<file path="src/rtl/toccata_pkg.sv">
// Shared types for the Toccata capture controller: FSM state encoding and
// bit positions inside the host-visible status byte.
package toccata_pkg;

    typedef enum logic [2:0] {
        IDLE    = 3'd0,
        ARM     = 3'd1,
        RUN     = 3'd2,
        DRAIN   = 3'd3,
        OVERRUN = 3'd4
    } ctrl_state_e;

    localparam int STATUS_EMPTY     = 0;
    localparam int STATUS_STALL     = 1;
    localparam int STATUS_UNDERRUN  = 2;
    localparam int STATUS_OVERRUN   = 3;
    localparam int STATUS_IRQ       = 4;
    localparam int STATUS_STATE_LSB = 5;

endpackage

</file>
<file path="src/rtl/toccata_stall_timer.sv">
// Saturating down-counter guarding the wait for the first capture strobe.
// expired is high whenever the count sits at zero.
module toccata_stall_timer #(
    parameter int unsigned CYCLES = 65536
) (
    input  logic clk,
    input  logic rst_n,
    input  logic load,
    input  logic clr,
    input  logic en,
    output logic expired
);

    localparam int W = (CYCLES > 1) ? $clog2(CYCLES) : 1;
    localparam logic [W-1:0] LOAD_VAL = W'(CYCLES - 1);
    localparam logic [W-1:0] ONE      = W'(1);

    logic [W-1:0] count;

    always_ff @(posedge clk or negedge rst_n) begin
        if (!rst_n) begin
            count <= '0;
        end else if (clr) begin
            count <= '0;
        end else if (load) begin
            count <= LOAD_VAL;
        end else if (en && (count != '0)) begin
            count <= count - ONE;
        end
    end

    assign expired = (count == '0);

endmodule

</file>
<file path="src/rtl/toccata_capture_ctrl.sv">
// Capture-FIFO sequencer between the Zorro register decoder and toccata_capture:
// enable/arm, half-full drain interrupt, host read strobes and sticky errors.
//
// state   | meaning
// IDLE    | capture off, waiting for an enabling control write
// ARM     | capture on, waiting for the first endata (stall timer running)
// RUN     | capturing, no drain pending
// DRAIN   | half-full interrupt raised, counting the host drain burst
// OVERRUN | capture stopped after an overrun with autostop set
module toccata_capture_ctrl
    import toccata_pkg::*;
#(
    parameter int unsigned FIFO_SIZE    = 1024,
    parameter int unsigned BURST_LEN    = FIFO_SIZE / 2,
    parameter int unsigned STALL_CYCLES = 65536
) (
    input  logic       clk,
    input  logic       rst_n,
    input  logic       cfg_wr,
    input  logic       cfg_cen,
    input  logic       cfg_ien,
    input  logic       cfg_autostop,
    input  logic       status_rd,
    output logic [7:0] status,
    input  logic       data_rd,
    output logic [7:0] data_rdata,
    output logic       data_ack,
    output logic       irq,
    output logic       cap_cen,
    output logic       cap_rd,
    input  logic [7:0] cap_data,
    input  logic       cap_empty,
    input  logic       cap_half_full,
    input  logic       cap_full,
    input  logic       cap_endata
);

    localparam int BW = $clog2(BURST_LEN) + 1;
    localparam logic [BW-1:0] BURST_MAX = BW'(BURST_LEN);
    localparam logic [BW-1:0] BURST_ONE = BW'(1);

    ctrl_state_e state, state_nxt;

    logic          ien_q, autostop_q;
    logic          irq_q;
    logic          overrun_q, underrun_q, stall_q;
    logic          cap_empty_q;
    logic [BW-1:0] burst_cnt;
    logic          rd_p1, rd_p1_ok, rd_p2, rd_p2_ok;
    logic          ack_q;
    logic [7:0]    rdata_q;
    logic          stall_expired;
    logic          stall_evt;

    logic cfg_start, cfg_stop, rd_accept, ovf_evt, burst_done, drain_enter;

    assign cfg_start   = cfg_wr & cfg_cen;
    assign cfg_stop    = cfg_wr & ~cfg_cen;
    assign rd_accept   = data_rd & ~(rd_p1 | rd_p2);
    assign ovf_evt     = cap_endata & cap_full & ((state == RUN) || (state == DRAIN));
    assign burst_done  = (burst_cnt == BURST_MAX);
    assign drain_enter = (state == RUN) && (state_nxt == DRAIN);

    always_comb begin
        state_nxt = state;
        stall_evt = 1'b0;
        if (cfg_stop) begin
            state_nxt = IDLE;
        end else begin
            case (state)
                IDLE:    if (cfg_start) state_nxt = ARM;
                ARM: begin
                    if (cap_endata) begin
                        state_nxt = RUN;
                    end else if (stall_expired) begin
                        state_nxt = IDLE;
                        stall_evt = 1'b1;
                    end
                end
                RUN: begin
                    if (ovf_evt && autostop_q)        state_nxt = OVERRUN;
                    else if (cap_half_full && ien_q)  state_nxt = DRAIN;
                end
                DRAIN: begin
                    if (ovf_evt && autostop_q)             state_nxt = OVERRUN;
                    else if (burst_done || !cap_half_full) state_nxt = RUN;
                end
                OVERRUN: state_nxt = OVERRUN;
                default: state_nxt = IDLE;
            endcase
        end
    end

    always_ff @(posedge clk or negedge rst_n) begin
        if (!rst_n) begin
            state       <= IDLE;
            irq_q       <= 1'b0;
            ien_q       <= 1'b0;
            autostop_q  <= 1'b0;
            burst_cnt   <= '0;
            overrun_q   <= 1'b0;
            underrun_q  <= 1'b0;
            stall_q     <= 1'b0;
            cap_empty_q <= 1'b0;
        end else begin
            state       <= state_nxt;
            irq_q       <= (state_nxt == DRAIN);
            cap_empty_q <= cap_empty;
            if (cfg_wr) begin
                ien_q      <= cfg_ien;
                autostop_q <= cfg_autostop;
            end
            if (cfg_stop || drain_enter) begin
                burst_cnt <= '0;
            end else if ((state == DRAIN) && rd_accept && !burst_done) begin
                burst_cnt <= burst_cnt + BURST_ONE;
            end
            // A set event on the same edge as status_rd must survive the clear.
            if (ovf_evt)        overrun_q <= 1'b1;
            else if (status_rd) overrun_q <= 1'b0;
            if (rd_p2 && !rd_p2_ok) underrun_q <= 1'b1;
            else if (status_rd)     underrun_q <= 1'b0;
            if (stall_evt)      stall_q <= 1'b1;
            else if (status_rd) stall_q <= 1'b0;
        end
    end

    // Host read pipeline: accept, FIFO strobe, sample, ack.
    always_ff @(posedge clk or negedge rst_n) begin
        if (!rst_n) begin
            rd_p1    <= 1'b0;
            rd_p1_ok <= 1'b0;
            rd_p2    <= 1'b0;
            rd_p2_ok <= 1'b0;
            ack_q    <= 1'b0;
            rdata_q  <= 8'h00;
        end else begin
            rd_p1    <= rd_accept;
            rd_p1_ok <= rd_accept & ~cap_empty;
            rd_p2    <= rd_p1;
            rd_p2_ok <= rd_p1_ok;
            ack_q    <= rd_p2;
            if (rd_p2) rdata_q <= rd_p2_ok ? cap_data : 8'h00;
        end
    end

    toccata_stall_timer #(
        .CYCLES (STALL_CYCLES)
    ) u_stall_timer (
        .clk     (clk),
        .rst_n   (rst_n),
        .load    ((state == IDLE) && (state_nxt == ARM)),
        .clr     (cfg_stop),
        .en      (state == ARM),
        .expired (stall_expired)
    );

    assign cap_cen    = (state == ARM) || (state == RUN) || (state == DRAIN);
    assign cap_rd     = rd_p1_ok;
    assign irq        = irq_q;
    assign data_ack   = ack_q;
    assign data_rdata = rdata_q;
    assign status     = {state, irq_q, overrun_q, underrun_q, stall_q, cap_empty_q};

endmodule

</file>
<file path="config.mk">
export PLATFORM = sky130hd
export DESIGN_NAME = toccata_capture_ctrl
export DESIGN_NICKNAME = d
export VERILOG_FILES = /design/src/rtl/toccata_pkg.sv /design/src/rtl/toccata_stall_timer.sv /design/src/rtl/toccata_capture_ctrl.sv
export SDC_FILE = /design/constraint.sdc
export NUM_CORES = 1
export LEC_CHECK = 0
export BUFFER_PORTS_ARGS = -buffer_cell sky130_fd_sc_hd__buf_2
export CORE_ASPECT_RATIO = 1.75
export CORE_UTILIZATION = 56
export CTS_CLUSTER_DIAMETER = 30
export DETAILED_ROUTE_END_ITERATION = 6
export GPL_TIMING_DRIVEN = 0
export PLACE_DENSITY_LB_ADDON = 0.12
export RECOVER_POWER = 25
export SYNTH_ARGS = -nofsm -noshare
export SYNTH_HDL_FRONTEND = slang
export SYNTH_SLANG_ARGS = --single-unit
</file>
<file path="constraint.sdc">
create_clock -name clk -period 2.51 [get_ports clk]
set_clock_uncertainty 0.1 [all_clocks]
set_input_delay 0.502 -clock clk [delete_from_list [all_inputs] [get_ports clk]]
set_output_delay 0.502 -clock clk [all_outputs]
set_load 0.01 [all_outputs]
</file>
==> summary.txt <==
Avg WL per Cell - 15.1 um
Setup WS post-layout - 0.265 ns
Largest net degree at the start of global routing - 50
RSZ-0062 raised after global routing - false
Fin crit period - 2.24 ns
Yosys top cell by area - dfrtp_1
Fin. max-slew vios - 0
Core ar. - 4230 um^2
Max-Cap Viols - 0
Cell variety after synth - 50
Share of layout cells above drive strength 1 - 22.6%
Nets - 319
Buffers on Ports - 38
Boundary Pins - 40
First-pass GRT wire length - 9030 um
Hold/Removal Path Class - in -> reg
Vias - 1958
Synth Area in Compound Gates - 15.0%
CTS Hold Bufs - 0
Slew of the pin with the lowest slew margin - 1.19 ns
Synth top area share - 48.8%
Drc violations - 0
Crit-path max FO - 10
Pwr Density - 799 nW/um^2
Asr flop ratio synth - 100%
GRT Resource Usage Total - 25.7%
Tcrit/Tclk final - 89.4%
Cell Area, Synth - 2510 um^2
GPL Wtd Cong - 0.825
Avg Cell Area, Syn - 10.0 um^2
CTS root buffer - clkbuf_8
Slew headroom - 20.7%
Post-Route Utilization - 67.5%
Synth Area in Adders - 1.99%
H-tree Lvls - 2
Final wirelength - 5210 um
Peak VDD IR - 556 uV
Die area - 4770 um^2
Post-route ant nets - 0
Count leader, synth - dfrtp_1
Register area share after synthesis - 48.8%
Crit path required time - 2.64 ns
Dpl hpwl - 3910 um
Setup Buffers After CTS - 0
TritonCTS buffer count - 5
CTS clk-pin slew, worst paths - 0.09 ns
Startpoint types - flip-flop
Post-synth top cells - dfrtp_1, nor2_1, a21oi_1
CTS max path bufs - 2
Area delta synth->final - 13.6%
Setup crit end kind - flip-flop
Seq cells post-synth - 49
Site Rows - 31
# diodes - 0
Final setup vio count - 0
Syn Nets - 274
Initial antenna violation count - 0
Ys Warns - 0
Initial Utilization - 59.4%
Iteration-0 DRC Markers - 42
Die Height - 90.6 um
Post-Syn Instances - 250
Final hold vios - 0
Post-synth EDFFs - 0
Die X - 52.6 um
Post-synthesis simple-gate area fraction - 20.7%
Synth Flop Type - dfrtp_1
Pleak - 1.28 nW
Mux cell area share after synthesis - 1.30%
Pre-CTS setup slack - 0.217 ns
F_max - 446 MHz
Total gr overflow - 0
Synth area leaders - dfrtp_1, xnor2_1, a21oi_1
Pre-antenna DRT Iters - 4
WS Path Type - reg -> reg
Arrival @ worst endpoint - 2.37 ns
CTS sink cnt - 49
Outcome - complete, no violations
Via/cell ratio - 5.68
Vias in the first global route - 1975
Largest family of logic cells by synthesized area - simple AND/OR/NAND/NOR gates
CTS tree - yes
Worst skew pair latency - 0.30 ns
Setup TNS - 0 ns
Post-Synth XOR/XNOR Area - 6.63%
-- worst max-delay path, stage by stage, from the launching register on --
cell     delay, ns
dfrtp_1       0.44
nor4_2        0.52
nand4_1       0.40
a22oi_1       0.35
a21oi_2       0.20
nor2_1        0.15
-- through the flow --
| stage | total power [mW] | hold WS (ns) | area, um^2 | instances |
|---|---|---|---|---|
| 6_report | 2.28 | 0.220 | 2850 | 345 |
| 5_1_grt | 2.45 | 0.198 | 2850 | 345 |
| 3_3_place_gp | 1.82 | 0.255 | 2760 | 337 |
| 4_1_cts | 2.30 | 0.212 | 2850 | 345 |
| 2_1_floorplan | 1.62 | 0.106 | 2510 | 250 |
| 3_5_place_dp | 1.84 | 0.255 | 2760 | 337 |
-- layer usage --
metal,GRT usage (%),part of all wire (%),wire length (um)
met1,28.1,39,2030
met2,45.1,57,2960
met3,6.06,2.6,135
met4,10.7,1.7,87
met5,0,0,0
-- report_power, final --
| part | switching, mW | internal, mW |
|---|---|---|
| Clock | 0.259 | 0.193 |
| Combinational | 0.422 | 0.311 |
| Sequential | 0.163 | 0.932 |
| Total | 0.844 | 1.44 |
-- sequential cells by signal, indices dropped and copies added, names as in the netlist, 3 cells and up --
| register | cells |
|---|---|
| burst_cnt | 10 |
| u_stall_timer.count | 16 |
| state | 3 |
| data_rdata | 8 |
-- final cells by class --
type	count	area, um^2
Clock inverter	3	17.5
Multi-Input combinational cell	169	1150
Tap cell	49	61.3
Sequential cell	49	1230
Buffer	14	72.6
Fill cell	382	1380
Inverter	18	67.6
Clock buffer	5	68.8
Timing Repair Buffer	38	190
-- repair_timing --
item | in CTS | in global routing
endpoints found under the setup margin | 0 | 2
gates resized for setup | 0 | 1
hold endpoints to repair | 0 | 0
-- layout by cell type, fill, tap and decap left out, types with 3 or more instances in the layout --
master and n:
nor3_1 5, a31oi_1 3, nand3_1 15, clkbuf_8 5
dfrtp_1 49, clkbuf_1 7, nor2b_1 3, nand3b_1 3
a21oi_1 18, o21ai_0 11, or3_1 4, buf_2 38
nand4_1 5, xnor2_1 12, xor2_1 7, nor2_1 21
and4_1 3, inv_1 18, nand2_1 9, buf_4 5
ha_1 4, a211oi_1 5
-- logic make-up after synthesis --
logic type               count (synthesis)
AO/OA/AOI/OAI                           54
XOR/XNOR                                19
adder cells (fa/ha/maj)                  4
buffers and inverters                   32
flip-flops                              49
multiplexers                             3
AND/OR/NAND/NOR                         89
-- worst paths after layout --
kind                       cells past startpoint                      end                   start  slack [ns]
max                                            5             burst_cnt[3]  u_stall_timer.count[2]        0.27
min                                            1              cap_empty_q               cap_empty        0.22
max reg2reg                                    5             burst_cnt[3]  u_stall_timer.count[2]        0.27
min reg2reg                                    0                    rd_p2                   rd_p1        0.28
max in group asynchronous                      1                    ien_q                   rst_n        1.26
min in group asynchronous                      1  u_stall_timer.count[10]                   rst_n        0.33
Power figures use the tool's default switching activity.
